## config.mk

```make
export PLATFORM = sky130hd
export DESIGN_NAME = ram_loader
export DESIGN_NICKNAME = d
export VERILOG_FILES = /design/src/rtl/ram_loader.sv
export SDC_FILE = /design/constraint.sdc
export NUM_CORES = 1
export LEC_CHECK = 0
export ABC_AREA = 1
export CAP_MARGIN = 20
export CORE_ASPECT_RATIO = 0.6
export CORE_MARGIN = 4
export CORE_UTILIZATION = 39
export DETAILED_ROUTE_END_ITERATION = 7
export PLACE_DENSITY = 0.74
export SYNTH_ARGS = -nofsm -noshare
export SYNTH_HDL_FRONTEND = slang
export SYNTH_SLANG_ARGS = --single-unit
```

## constraint.sdc

```tcl
create_clock -name clk -period 1.05 [get_ports clk]
set_input_delay 0.21 -clock clk [delete_from_list [all_inputs] [get_ports clk]]
set_output_delay 0.21 -clock clk [all_outputs]
set_load 0.05 [all_outputs]
```

## src/rtl/ram_loader.sv

```systemverilog
// Write-side program loader for the CPU's RAM: accepts a byte stream and replays each
// byte as a MAR-load / RAM-write pair while holding the CPU halted. Option: RAM_LOADER_CHECKSUM_EN.
module ram_loader #(
  parameter int unsigned ADDR_WIDTH = 4,
  parameter int unsigned DATA_WIDTH = 8,
  parameter int unsigned LOAD_DEPTH = 16
) (
  input  logic                  clk,
  input  logic                  rst,
  input  logic                  start,
  input  logic                  in_valid,
  input  logic [DATA_WIDTH-1:0] in_data,
  output logic                  in_ready,
  output logic [DATA_WIDTH-1:0] bus_out,
  output logic                  bus_drive,
  output logic                  mar_in,
  output logic                  ram_in,
  output logic                  cpu_halt,
  output logic                  busy,
  output logic                  done,
  output logic [ADDR_WIDTH-1:0] addr
`ifdef RAM_LOADER_CHECKSUM_EN
  ,
  output logic                  checksum_err
`endif
);

  localparam logic [ADDR_WIDTH-1:0] LAST_ADDR = ADDR_WIDTH'(LOAD_DEPTH - 1);

  typedef enum logic [2:0] {
    IDLE,
    WAIT_BYTE,
    SET_ADDR,
    WRITE,
    FINISH
`ifdef RAM_LOADER_CHECKSUM_EN
    ,
    WAIT_SUM
`endif
  } state_t;

  state_t                state_q;
  state_t                state_d;
  logic [DATA_WIDTH-1:0] byte_q;
  logic                  last_addr;

`ifdef RAM_LOADER_CHECKSUM_EN
  logic [DATA_WIDTH-1:0] sum_q;
`endif

  assign last_addr = (addr == LAST_ADDR);

  // State register
  always_ff @(posedge clk) begin
    if (rst) state_q <= IDLE;
    else     state_q <= state_d;
  end

  // Next-state logic
  always_comb begin
    state_d = state_q;
    unique case (state_q)
      IDLE:      if (start) state_d = WAIT_BYTE;
      WAIT_BYTE: if (in_valid) state_d = SET_ADDR;
      SET_ADDR:  state_d = WRITE;
      WRITE: begin
        if (last_addr) begin
`ifdef RAM_LOADER_CHECKSUM_EN
          state_d = WAIT_SUM;
`else
          state_d = FINISH;
`endif
        end else begin
          state_d = WAIT_BYTE;
        end
      end
`ifdef RAM_LOADER_CHECKSUM_EN
      WAIT_SUM:  if (in_valid) state_d = FINISH;
`endif
      FINISH:    state_d = IDLE;
      default:   state_d = IDLE;
    endcase
  end

  // State-decoded bus and handshake outputs; stable for the whole cycle
  always_comb begin
    in_ready  = 1'b0;
    bus_drive = 1'b0;
    bus_out   = '0;
    mar_in    = 1'b0;
    ram_in    = 1'b0;
    done      = 1'b0;
    unique case (state_q)
      WAIT_BYTE: in_ready = 1'b1;
      SET_ADDR: begin
        bus_drive = 1'b1;
        bus_out   = DATA_WIDTH'(addr);
        mar_in    = 1'b1;
      end
      WRITE: begin
        bus_drive = 1'b1;
        bus_out   = byte_q;
        ram_in    = 1'b1;
      end
`ifdef RAM_LOADER_CHECKSUM_EN
      WAIT_SUM:  in_ready = 1'b1;
`endif
      FINISH:    done = 1'b1;
      default: ;
    endcase
  end

  // Registered datapath: address counter, captured byte, halt/busy flags
  always_ff @(posedge clk) begin
    if (rst) begin
      addr     <= '0;
      byte_q   <= '0;
      busy     <= 1'b0;
      cpu_halt <= 1'b0;
`ifdef RAM_LOADER_CHECKSUM_EN
      sum_q        <= '0;
      checksum_err <= 1'b0;
`endif
    end else begin
      unique case (state_q)
        IDLE: begin
          if (start) begin
            addr     <= '0;
            busy     <= 1'b1;
            cpu_halt <= 1'b1;
`ifdef RAM_LOADER_CHECKSUM_EN
            sum_q        <= '0;
            checksum_err <= 1'b0;
`endif
          end
        end
        WAIT_BYTE: begin
          if (in_valid) begin
            byte_q <= in_data;
`ifdef RAM_LOADER_CHECKSUM_EN
            sum_q  <= sum_q + in_data;
`endif
          end
        end
        WRITE: if (!last_addr) addr <= addr + ADDR_WIDTH'(1);
`ifdef RAM_LOADER_CHECKSUM_EN
        WAIT_SUM: if (in_valid) checksum_err <= (sum_q != in_data);
`endif
        FINISH: begin
          busy     <= 1'b0;
          cpu_halt <= 1'b0;
          addr     <= '0;
        end
        default: ;
      endcase
    end
  end

endmodule

```

==> results of run 1 <==
[synthesized netlist by cell type, types with 2 or more instances]
library cell	number	area (um2)
inv_2	2	7.51
nor3_1	2	10.0
nor2_1	25	93.8
o21ai_2	6	52.6
dfxtp_1	16	320
nand3_1	5	25.0
inv_1	15	56.3
a21oi_1	6	30.0
nand2_1	19	71.3
buf_12	2	40.0
a21oi_2	2	17.5
nand2_2	4	25.0
o21ai_0	6	30.0
[through the flow]
| step | setup TNS [ns] | worst slack (ns) | hold WS, ns | instances | utilization [%] |
|---|---|---|---|---|---|
| floorplan | -5.56 | -0.479 | 0.272 | 118 | - |
| global placement | -4.32 | -0.219 | 0.472 | 199 | 84.7 |
| detailed placement | -5.46 | -0.313 | 0.476 | 199 | 84.7 |
| CTS | -8.17 | -0.460 | 0.502 | 208 | 96.9 |
[what timing repair did]
item,in CTS
cloned,1
gates resized for setup,41
setup buffers,4
endpoints found under the setup margin,33
pin swaps,5
[kinds of logic after synthesis]
family          Yosys count
flops                    16
buf+inv                  20
simple gates             60
compound gates           21
fa+ha+maj                 1
==> run_results.csv, run 1 <==
group,metric,value,unit
clock_tree,cts_made_buffers,3,
yosys,synthesis.area,861,um2
yosys,synth_cell_type_count,21,
die,die_w,68.7,um
yosys,synthMuxAreaShare,0,%
yosys,synth_compound_area_share,16.0,%
clock_tree,cts_num_sinks,16,
status,status,"stopped before the end",
yosys,yosys.area_share.simple,32.4,%
yosys,dominantRegCellSynth,"dfxtp_1",
clock_tree,clock_path_buffers,2,
yosys,yosys_warnings,0,
placed_design,dp_hpwl,2460,um
sta,endpoint_type,"output port",
status,error,"[ERROR DPL-0038] Utilization greater than 100%, impossible to legalize",
placed_design,gp_congestion,0.836,
clock_tree,root_buffer,"clkbuf_8",
die,initial_utilization,43.8,%
clock_tree,ctsHoldBuffers,0,
clock_tree,h-tree-depth,1,
die,rows,12,
yosys,synth-edff-count,0,
yosys,synth-seq-cells,16,
placed_design,port_buffers,30,
yosys,synth_top_family_by_area,"simple AND/OR/NAND/NOR gates",
placed_design,dpl_cell_area,1670,um2
sta,postGrtWorstEndpoint,"bus_out[7]",
global_routing,grt_max_degree,10,
die,pin_count,31,
die,die_h,44.4,um
yosys,syn_area_per_cell,7.30,um2
yosys,syn_nets,131,
yosys,syn_inst,118,
yosys,ys_seq_area_share,37.2,%
yosys,async_flop_share,0,%
yosys,synth-xor-area-share,0,%
status,haltStage,"global routing",
yosys,synthAdderAreaFrac,1.45,%
==> inputs of run 2 (changes only) <==
--- a/config.mk
+++ b/config.mk
@@ -7,11 +7,10 @@
 export LEC_CHECK = 0
 export ABC_AREA = 1
 export CAP_MARGIN = 20
-export CORE_ASPECT_RATIO = 0.6
-export CORE_MARGIN = 4
-export CORE_UTILIZATION = 39
+export CORE_AREA = 4 4 65 67
 export DETAILED_ROUTE_END_ITERATION = 7
-export PLACE_DENSITY = 0.74
+export DIE_AREA = 0 0 69 71
+export PLACE_DENSITY_LB_ADDON = 0.15
 export SYNTH_ARGS = -nofsm -noshare
 export SYNTH_HDL_FRONTEND = slang
 export SYNTH_SLANG_ARGS = --single-unit
==> constraint.sdc (replaced) <==
create_clock -name clk -period 1.4 [get_ports clk]
set_input_delay 0.28 -clock clk [delete_from_list [all_inputs] [get_ports clk]]
set_output_delay 0.28 -clock clk [all_outputs]
set_load 0.05 [all_outputs]
==> run 2 against run 1 <==
Effect of this change:
- the flow now finishes, with violations (setup timing)
- synthesized cell count is the same
- area after synthesis is the same
==> run_results.csv, run 2 <==
group,metric,value,unit
status,status,"finished with violations",
status,violations,"setup timing",
yosys,syn_inst,118,
pwr,ir_drop,0.000376,V
placed_design,port_buffers,30,
layout,antennaDiodeCount,0,
clock_tree,insertion_delay,0.25,ns
worst_setup_path,crit_required,1.12,ns
die,core_area,3630,um2
detailed_routing,drc,0,
yosys,dominantRegCellSynth,"dfxtp_1",
worst_setup_path,arrival,1.32,ns
placed_design,place_inst,201,
pwr,p_leak,0.000666,uW
layout,drive_gt1_share,47.9,%
layout,biggestRegsByFlops,"byte_q x8, addr x4, state_q x3",
sta,setup_violations,11,
clock_tree,root_buffer,"clkbuf_8",
global_routing,grt_pass1_vias,866,
yosys,syn_nets,131,
global_routing,grt-busiest-layer,"met2",
global_routing,use_met3,2.13,%
yosys,syn_area_per_cell,7.30,um2
yosys,yosysTopAreaCellShare,37.2,%
sta,drv_slew,0,
clock_tree,clock_path_buffers,2,
layout,top_register,"byte_q",
sta,tns,-1.75,ns
worst_setup_path,crit_type,"flip-flop to output port",
worst_setup_path,slowest_delay,0.38,ns
worst_setup_path,path_max_fanout,5,
detailed_routing,antenna_left,0,
worst_setup_path,cpMaxStageDelayCell,"dfxtp_4",
layout,mostFrequentLayoutCells,"19 x nor2_1, 19 x buf_12, 16 x nand2_1, 14 x buf_4",
sta,post-route-period-util,114,%
layout,largest_reg_flops,8,
detailed_routing,dr.pass1.iters,2,
sta,fin_skew,0.00120,ns
worst_setup_path,cp-end-kind,"output port",
yosys,ys_seq_area_share,37.2,%
yosys,synth-edff-count,0,
yosys,synthesis.area,861,um2
die,initial_utilization,23.7,%
layout,synthToLayoutAreaGrowth,90.3,%
global_routing,met2_usage,17.9,%
yosys,yosysMostFrequentCell,"nor2_1",
yosys,yosys-top-cells-count,"25 x nor2_1, 19 x nand2_1, 16 x dfxtp_1",
die,pin_count,31,
sta,fmax,627,MHz
hold_path,hold_class,"flip-flop to flip-flop",
detailed_routing,vias,875,
run,cap_violations,0,
clock_tree,clkTransAtPathRegs,0.07,ns
placed_design,gp_congestion,0.773,
global_routing,grt_max_degree,14,
global_routing,gr-usage-all-layers,10.3,%
pwr,power,1760,uW
hold_path,hold_depth,2,
yosys,synth-seq-cells,16,
die,die_h,71,um
die,rows,22,
global_routing,grt_antenna_before_repair,0,
global_routing,grt_pass1_wl,4100,um
sta,hold_violations,0,
detailed_routing,vias_per_cell,4.15,
worst_setup_path,cp-start-kind,"flip-flop",
die,die_area,4900,um2
detailed_routing,first_iter_violations,18,
worst_setup_path,r2r_cells,8,
detailed_routing,wl_per_cell,10.9,um
yosys,async_flop_share,0,%
layout,layout.nets,177,
sta,worst_slew_pin_slew,0.229,ns
global_routing,overflow,0,
clock_tree,cts_num_sinks,16,
yosys,yosys_warnings,0,
yosys,synth_top_cell_by_area,"dfxtp_1",
sta,timing.final.ws_setup,-0.196,ns
detailed_routing,wl,2310,um
sta,max_slew_margin,84.7,%
clock_tree,cts_made_buffers,3,
pwr,power_density,1080,nW/um2
sta,finalCriticalPeriod,1.60,ns
worst_setup_path,r2r_slack,0.02,ns
global_routing,grtUsageMet1,12.0,%
worst_setup_path,worstPathCellList,"nand2_4 -> nor2_8 -> clkinvlp_4 -> nor2_4 -> buf_12",
clock_tree,h-tree-depth,1,
sta,rsz0062_at_grt,"true",
yosys,synth_cell_type_count,21,
clock_tree,cts_tree,"done",
die,die_w,69,um
yosys,synth_area_leaders,"dfxtp_1 37%, nor2_1 11%, nand2_1 8.3%",
placed_design,dp_hpwl,1800,um
layout,fin_cells,211,
## run 2: metal layers
metal	vias to the layer above	share of wire (%)
li1	458	-
met1	394	42
met2	19	52
met3	4	4.8
met4	0	1.8
met5	-	0
## run 2: power breakdown
| part | total [uW] | switching, uW | internal (uW) |
|---|---|---|---|
| registers | 574 | 57.2 | 517 |
| logic | 767 | 420 | 347 |
| clock network | 420 | 171 | 250 |
| total | 1760 | 648 | 1110 |
## run 2: metrics by stage
step           worst slack [ns]  util, %  instance area (um2)  hold WS (ns)
2_1_floorplan            -0.192        -                  940         0.342
3_3_place_gp             0.0469     41.4                 1500         0.468
3_5_place_dp             0.0282     41.4                 1500         0.474
4_1_cts                  -0.222     44.5                 1620         0.488
5_1_grt                  -0.251     45.1                 1640         0.511
6_report                 -0.196     45.1                 1640         0.484
## run 2: cell families (layout without fill, tap and decap cells)
group,count (synthesis),after routing,synth area share (%)
AO/OA/AOI/OAI,21,21,16.0
adder cells (fa/ha/maj),1,1,1.45
buffers and inverters,20,65,12.9
flip-flops,16,16,37.2
AND/OR/NAND/NOR,60,60,32.4
## run 2: layout make-up
type / count / area [um2]
Tap cell: 48 / 60.1
Multi-Input combinational cell: 82 / 520
Fill cell: 368 / 2000
Clock buffer: 4 / 55.1
Sequential cell: 16 / 335
Inverter: 17 / 71.3
Timing Repair Buffer: 44 / 596
## run 2: critical path: cells and delay by family, from the launching register on
kind / cells / cell delay, ns
simple gates: 3 / 0.33
buf+inv: 2 / 0.35
flops: 1 / 0.38
## run 2: worst paths after layout
kind,start,to
setup / recovery,state_q[1],bus_out[7]
hold / removal,byte_q[0],byte_q[0]
setup reg to reg,state_q[1],addr[3]
hold reg to reg,byte_q[0],byte_q[0]
## run 2: timing repair
| action | in CTS | in global routing |
|---|---|---|
| setup buffers | 6 | 1 |
| hold buffers | 0 | 0 |
| resized for setup | 6 | 4 |
| endpoints found under the setup margin | 11 | 16 |
| pin swaps | 2 | 2 |
Note: power is estimated with default switching activity, not from simulation.
==> inputs of run 3 (changes only) <==
--- a/config.mk
+++ b/config.mk
@@ -11,6 +11,7 @@
 export DETAILED_ROUTE_END_ITERATION = 7
 export DIE_AREA = 0 0 69 71
 export PLACE_DENSITY_LB_ADDON = 0.15
+export SLEW_MARGIN = 20
 export SYNTH_ARGS = -nofsm -noshare
 export SYNTH_HDL_FRONTEND = slang
 export SYNTH_SLANG_ARGS = --single-unit
==> constraint.sdc (replaced) <==
create_clock -name clk -period 1.9 [get_ports clk]
set_input_delay 0.38 -clock clk [delete_from_list [all_inputs] [get_ports clk]]
set_output_delay 0.38 -clock clk [all_outputs]
set_load 0.05 [all_outputs]
==> run 3 against run 2 <==
Effect of this change:
- the run now ends clean
- total power down 37%
- highest routed layer unchanged
- combinational power decreased by 42%
- sequential share of layout area is 2.4 points higher
- clock power shrank 41%
- sequential power is 27% lower
==> run_results.csv, run 3 (synthesis results as in run 2) <==
group,metric,value,unit
die,initial_utilization,23.7,%
sta,post-route-period-util,96.2,%
worst_setup_path,r2r_cells,6,
detailed_routing,vias_per_cell,4.17,
die,die_w,69,um
status,status,"finished, final reports clean",
clock_tree,clkTransAtPathRegs,0.06,ns
global_routing,grt_pass1_vias,776,
layout,drive_gt1_share,38.3,%
clock_tree,cts_tree,"done",
sta,fin_skew,0.00208,ns
placed_design,dp_hpwl,1680,um
placed_design,port_buffers,30,
worst_setup_path,r2r_slack,0.49,ns
worst_setup_path,crit_required,1.52,ns
detailed_routing,vias,843,
worst_setup_path,crit_type,"flip-flop to output port",
sta,setup_violations,0,
sta,finalCriticalPeriod,1.83,ns
global_routing,grt_pass1_wl,3740,um
layout,top_register,"byte_q",
pwr,p_leak,0.000583,uW
clock_tree,root_buffer,"clkbuf_8",
placed_design,post-place-ws,0.261,ns
worst_setup_path,cp-end-kind,"output port",
clock_tree,insertion_delay,0.24,ns
sta,whs,0.492,ns
die,pin_count,31,
die,die_h,71,um
pwr,ir_drop,0.000467,V
die,rows,22,
global_routing,gr-usage-all-layers,9.35,%
hold_path,hold_class,"flip-flop to flip-flop",
sta,timing.final.ws_setup,0.0731,ns
layout,fill_cells,396,
layout,mostFrequentLayoutCells,"20 x nor2_1, 17 x nand2_1, 13 x inv_1, 13 x dfxtp_1, 13 x clkdlybuf4s50_1",
clock_tree,cts_num_sinks,16,
sta,hold_violations,0,
sta,tns,0,ns
placed_design,gp_congestion,0.771,
global_routing,grt_max_degree,14,
hold_path,holdCritStartpoint,"byte_q[3]",
layout,biggestRegsByFlops,"byte_q x8, addr x4, state_q x3",
die,core_area,3630,um2
layout,synthToLayoutAreaGrowth,65.8,%
detailed_routing,antenna_left,0,
sta,fmax,547,MHz
worst_setup_path,reg2reg_from,"state_q[0]",
global_routing,grt_antenna_before_repair,0,
layout,final_common_cell,"nor2_1",
layout,largest_reg_flops,8,
clock_tree,h-tree-depth,1,
sta,drv_slew,0,
detailed_routing,dr.pass1.iters,4,
layout,layout.nets,169,
detailed_routing,drc,0,
worst_setup_path,cp-start-kind,"flip-flop",
die,die_area,4900,um2
placed_design,dpl_cell_area,1290,um2
pwr,power_density,778,nW/um2
sta,max_slew_margin,66.7,%
clock_tree,ctsHoldBuffers,0,
worst_setup_path,reg2reg_to,"state_q[2]",
run,cap_violations,0,
worst_setup_path,path_max_fanout,6,
layout,antennaDiodeCount,0,
global_routing,overflow,0,
hold_path,min_to,"byte_q[3]",
layout,finalInstanceArea,1430,um2
hold_path,hold_depth,2,
clock_tree,cts_made_buffers,3,
detailed_routing,first_iter_violations,25,
worst_setup_path,arrival,1.45,ns
detailed_routing,wl_per_cell,10.9,um
detailed_routing,wl,2190,um
clock_tree,clock_path_buffers,2,
sta,worst_slew_pin_slew,0.498,ns
run 3: changes by cell type in the layout (fill, tap and decap cells not counted), moves of 2 or more:
cell | before | now
buf_12 | 19 | 11
dfxtp_1 | 10 | 13
buf_4 | 14 | 12
clkdlybuf4s50_1 | 11 | 13
dfxtp_4 | 3 | 1
inv_1 | 11 | 13
inv_2 | 4 | 2
nand2_4 | 4 | 2
run 3: per-stage QoR:
step / std cells / power (uW) / utilization, %
after global routing: 202 / 1190 / 39.3
after global placement: 193 / 846 / 35.6
final: 202 / 1110 / 39.3
after detailed placement: 193 / 847 / 35.6
after CTS: 196 / 1100 / 36.7
after floorplan: 118 / 721 / -
run 3: worst max-delay path by stage:
stage / slack, ns / start / endpoint / depth (start not counted)
final: 0.07 / state_q[0] / bus_out[5] / 5
after global routing: -0.006 / state_q[0] / bus_out[5] / 5
after CTS: 0.006 / state_q[0] / bus_out[5] / 5
after detailed placement: 0.26 / state_q[2] / bus_out[2] / 6
after global placement: 0.29 / state_q[0] / bus_out[5] / 5
after floorplan: -0.19 / state_q[2] / bus_out[0] / 3
run 3: layout make-up:
class,instances,area (um2),area share (%)
well taps,48,60.1,4.21
flip-flops and latches,16,327,22.9
inverters,17,71.3,5.00
repair buffers,36,440,30.9
clock buffers,3,41.3,2.89
multi-input cells,82,488,34.2
run 3: where the power goes:
part | internal (uW) | switching, uW
Sequential | 381 | 37.4
Clock | 140 | 107
Combinational | 162 | 283
run 3: critical path, stage by stage (launching register included):
cell,delay [ns]
dfxtp_4,0.38
nand2_4,0.07
nor2_8,0.16
clkinvlp_4,0.26
nor2_4,0.19
buf_12,0.14
run 3: per-layer routing:
metal	vias up	part of all wire, %	global-route usage [%]
met5	-	0	0
met4	0	0.82	1.95
met3	2	6.0	4.26
met2	24	46	14.2
met1	372	47	12.2
li1	445	-	-
run 3: what timing repair did:
item / CTS / global route
pin swaps: 0 / 2
setup endpoints to repair: 1 / 8
gates resized for setup: 1 / 13
setup buffers: 0 / 6
cloned: 0 / 0
==> inputs of run 4 (changes only) <==
--- a/config.mk
+++ b/config.mk
@@ -11,7 +11,6 @@
 export DETAILED_ROUTE_END_ITERATION = 7
 export DIE_AREA = 0 0 69 71
 export PLACE_DENSITY_LB_ADDON = 0.15
-export SLEW_MARGIN = 20
 export SYNTH_ARGS = -nofsm -noshare
 export SYNTH_HDL_FRONTEND = slang
 export SYNTH_SLANG_ARGS = --single-unit
==> constraint.sdc (replaced) <==
create_clock -name clk -period 1.76 [get_ports clk]
set_input_delay 0.352 -clock clk [delete_from_list [all_inputs] [get_ports clk]]
set_output_delay 0.352 -clock clk [all_outputs]
set_load 0.05 [all_outputs]
==> run 4 against run 3 <==
Effect of this change:
- combinational power increased by 13%
- sequential power increased by 6.5%
- total power increased by 15%
- final area increased by 4.4%
- largest cell class unchanged
- highest routed layer unchanged
==> run_results.csv, run 4 (synthesis results as in run 2) <==
group,metric,value,unit
detailed_routing,vias,844,
placed_design,port_buffers,30,
sta,tns,0,ns
global_routing,grt_antenna_before_repair,0,
detailed_routing,first_iter_violations,7,
die,die_area,4900,um2
layout,top_register,"byte_q",
sta,finalCriticalPeriod,1.68,ns
layout,antennaDiodeCount,0,
global_routing,gr-usage-all-layers,9.83,%
detailed_routing,wl_per_cell,10.6,um
sta,post-route-period-util,95.6,%
layout,finalInstanceArea,1490,um2
hold_path,hold_class,"flip-flop to flip-flop",
layout,seq_area,324,um2
layout,drive_gt1_share,40.9,%
layout,multi_input_area,498,um2
layout,fin_cells,202,
sta,rsz0062_at_grt,"true",
status,status,"finished, final reports clean",
detailed_routing,dr.pass1.iters,3,
pwr,ir_drop,0.000369,V
die,initial_utilization,23.7,%
sta,fmax,594,MHz
clock_tree,ctsHoldBuffers,0,
layout,layout.nets,168,
sta,worst_slew_pin_slew,0.351,ns
clock_tree,h-tree-depth,1,
placed_design,dpl_cell_area,1390,um2
worst_setup_path,crit_required,1.41,ns
worst_setup_path,cp-end-kind,"output port",
clock_tree,clkTransAtPathRegs,0.06,ns
sta,fin_skew,0.00228,ns
die,pin_count,31,
worst_setup_path,crit_type,"flip-flop to output port",
layout,fill_cells,380,
clock_tree,cts_tree,"done",
detailed_routing,wl,2150,um
run,cap_violations,0,
detailed_routing,drc,0,
layout,largest_reg_flops,8,
sta,drv_slew,0,
global_routing,grt_pass1_wl,3820,um
detailed_routing,vias_per_cell,4.18,
die,die_w,69,um
detailed_routing,antenna_left,0,
die,core_area,3630,um2
clock_tree,root_buffer,"clkbuf_8",
clock_tree,insertion_delay,0.25,ns
placed_design,gp_congestion,0.837,
pwr,p_leak,0.000600,uW
layout,mostFrequentLayoutCells,"19 x nor2_1, 16 x nand2_1, 15 x buf_12, 13 x inv_1, 13 x dfxtp_1",
layout,biggestRegsByFlops,"byte_q x8, addr x4, state_q x3",
sta,whs,0.472,ns
sta,max_slew_margin,76.6,%
placed_design,dp_hpwl,1740,um
global_routing,overflow,0,
die,die_h,71,um
worst_setup_path,arrival,1.33,ns
die,rows,22,
clock_tree,cts_made_buffers,3,
sta,setup_violations,0,
layout,synthToLayoutAreaGrowth,73.1,%
sta,hold_violations,0,
global_routing,grt_max_degree,14,
clock_tree,clock_path_buffers,2,
worst_setup_path,path_max_fanout,6,
global_routing,grt_pass1_vias,858,
layout,final_common_cell,"nor2_1",
worst_setup_path,cp-start-kind,"flip-flop",
placed_design,place_inst,196,
clock_tree,cts_num_sinks,16,
pwr,power_density,858,nW/um2
## run 4: changes by cell type in the layout (fill, tap and decap cells not counted), sizes merged
cell	change
clkbuf	+1
buf	+1
clkdlybuf4s50	-2
## run 4: power breakdown
group / total, uW / switching (uW) / internal [uW] / leakage [uW]
registers: 445 / 35.7 / 410 / 0.000132
clock network: 329 / 131 / 199 / 0.0000288
logic: 504 / 312 / 192 / 0.000438
total: 1280 / 479 / 800 / 0.000600
## run 4: critical path: stages (launching register included)
cell	delay [ns]
dfxtp_2	0.33
inv_1	0.12
nor2_4	0.06
nand2_4	0.13
clkinvlp_4	0.14
nand2_2	0.09
nand2_4	0.06
buf_12	0.14
## run 4: final timing paths
| path | startpoint | to | slack, ns | cells past startpoint |
|---|---|---|---|---|
| hold / removal | byte_q[4] | byte_q[4] | 0.47 | 2 |
| setup reg to reg | addr[0] | addr[3] | 0.47 | 8 |
| setup / recovery | state_q[1] | bus_out[2] | 0.08 | 7 |
| hold reg to reg | byte_q[4] | byte_q[4] | 0.47 | 2 |
## run 4: what timing repair did
item                                   in CTS  in global routing
setup buffers                               1                  1
resized for setup                           1                 10
setup endpoints to repair                   3                  9
pin swaps                                   1                  0
endpoints found under the hold margin       0                  0
## run 4: cell type report
class,count,share of cell area [%]
Tap cell,48,4.03
Timing Repair Buffer,35,32.3
Sequential cell,16,21.7
Clock buffer,4,3.69
Multi-Input combinational cell,82,33.4
Inverter,17,4.79
## run 4: per-layer routing
| metal | share of wire (%) | vias up | GRT usage [%] | wire [um] |
|---|---|---|---|---|
| met5 | 0 | - | 0 | 0 |
| met4 | 2.5 | 0 | 5.86 | 53 |
| met3 | 4.8 | 4 | 2.56 | 103 |
| met2 | 45 | 20 | 15.5 | 972 |
| met1 | 47 | 378 | 12.1 | 1020 |
| li1 | - | 442 | - | - |
## run 4: through the flow
step,utilization (%),power [uW],setup WS (ns)
detailed placement,38.3,950,0.215
global placement,38.3,948,0.255
finish,41.0,1280,0.0778
global route,41.0,1370,-0.0191
CTS,40.0,1290,0.000938
floorplan,-,793,-0.139
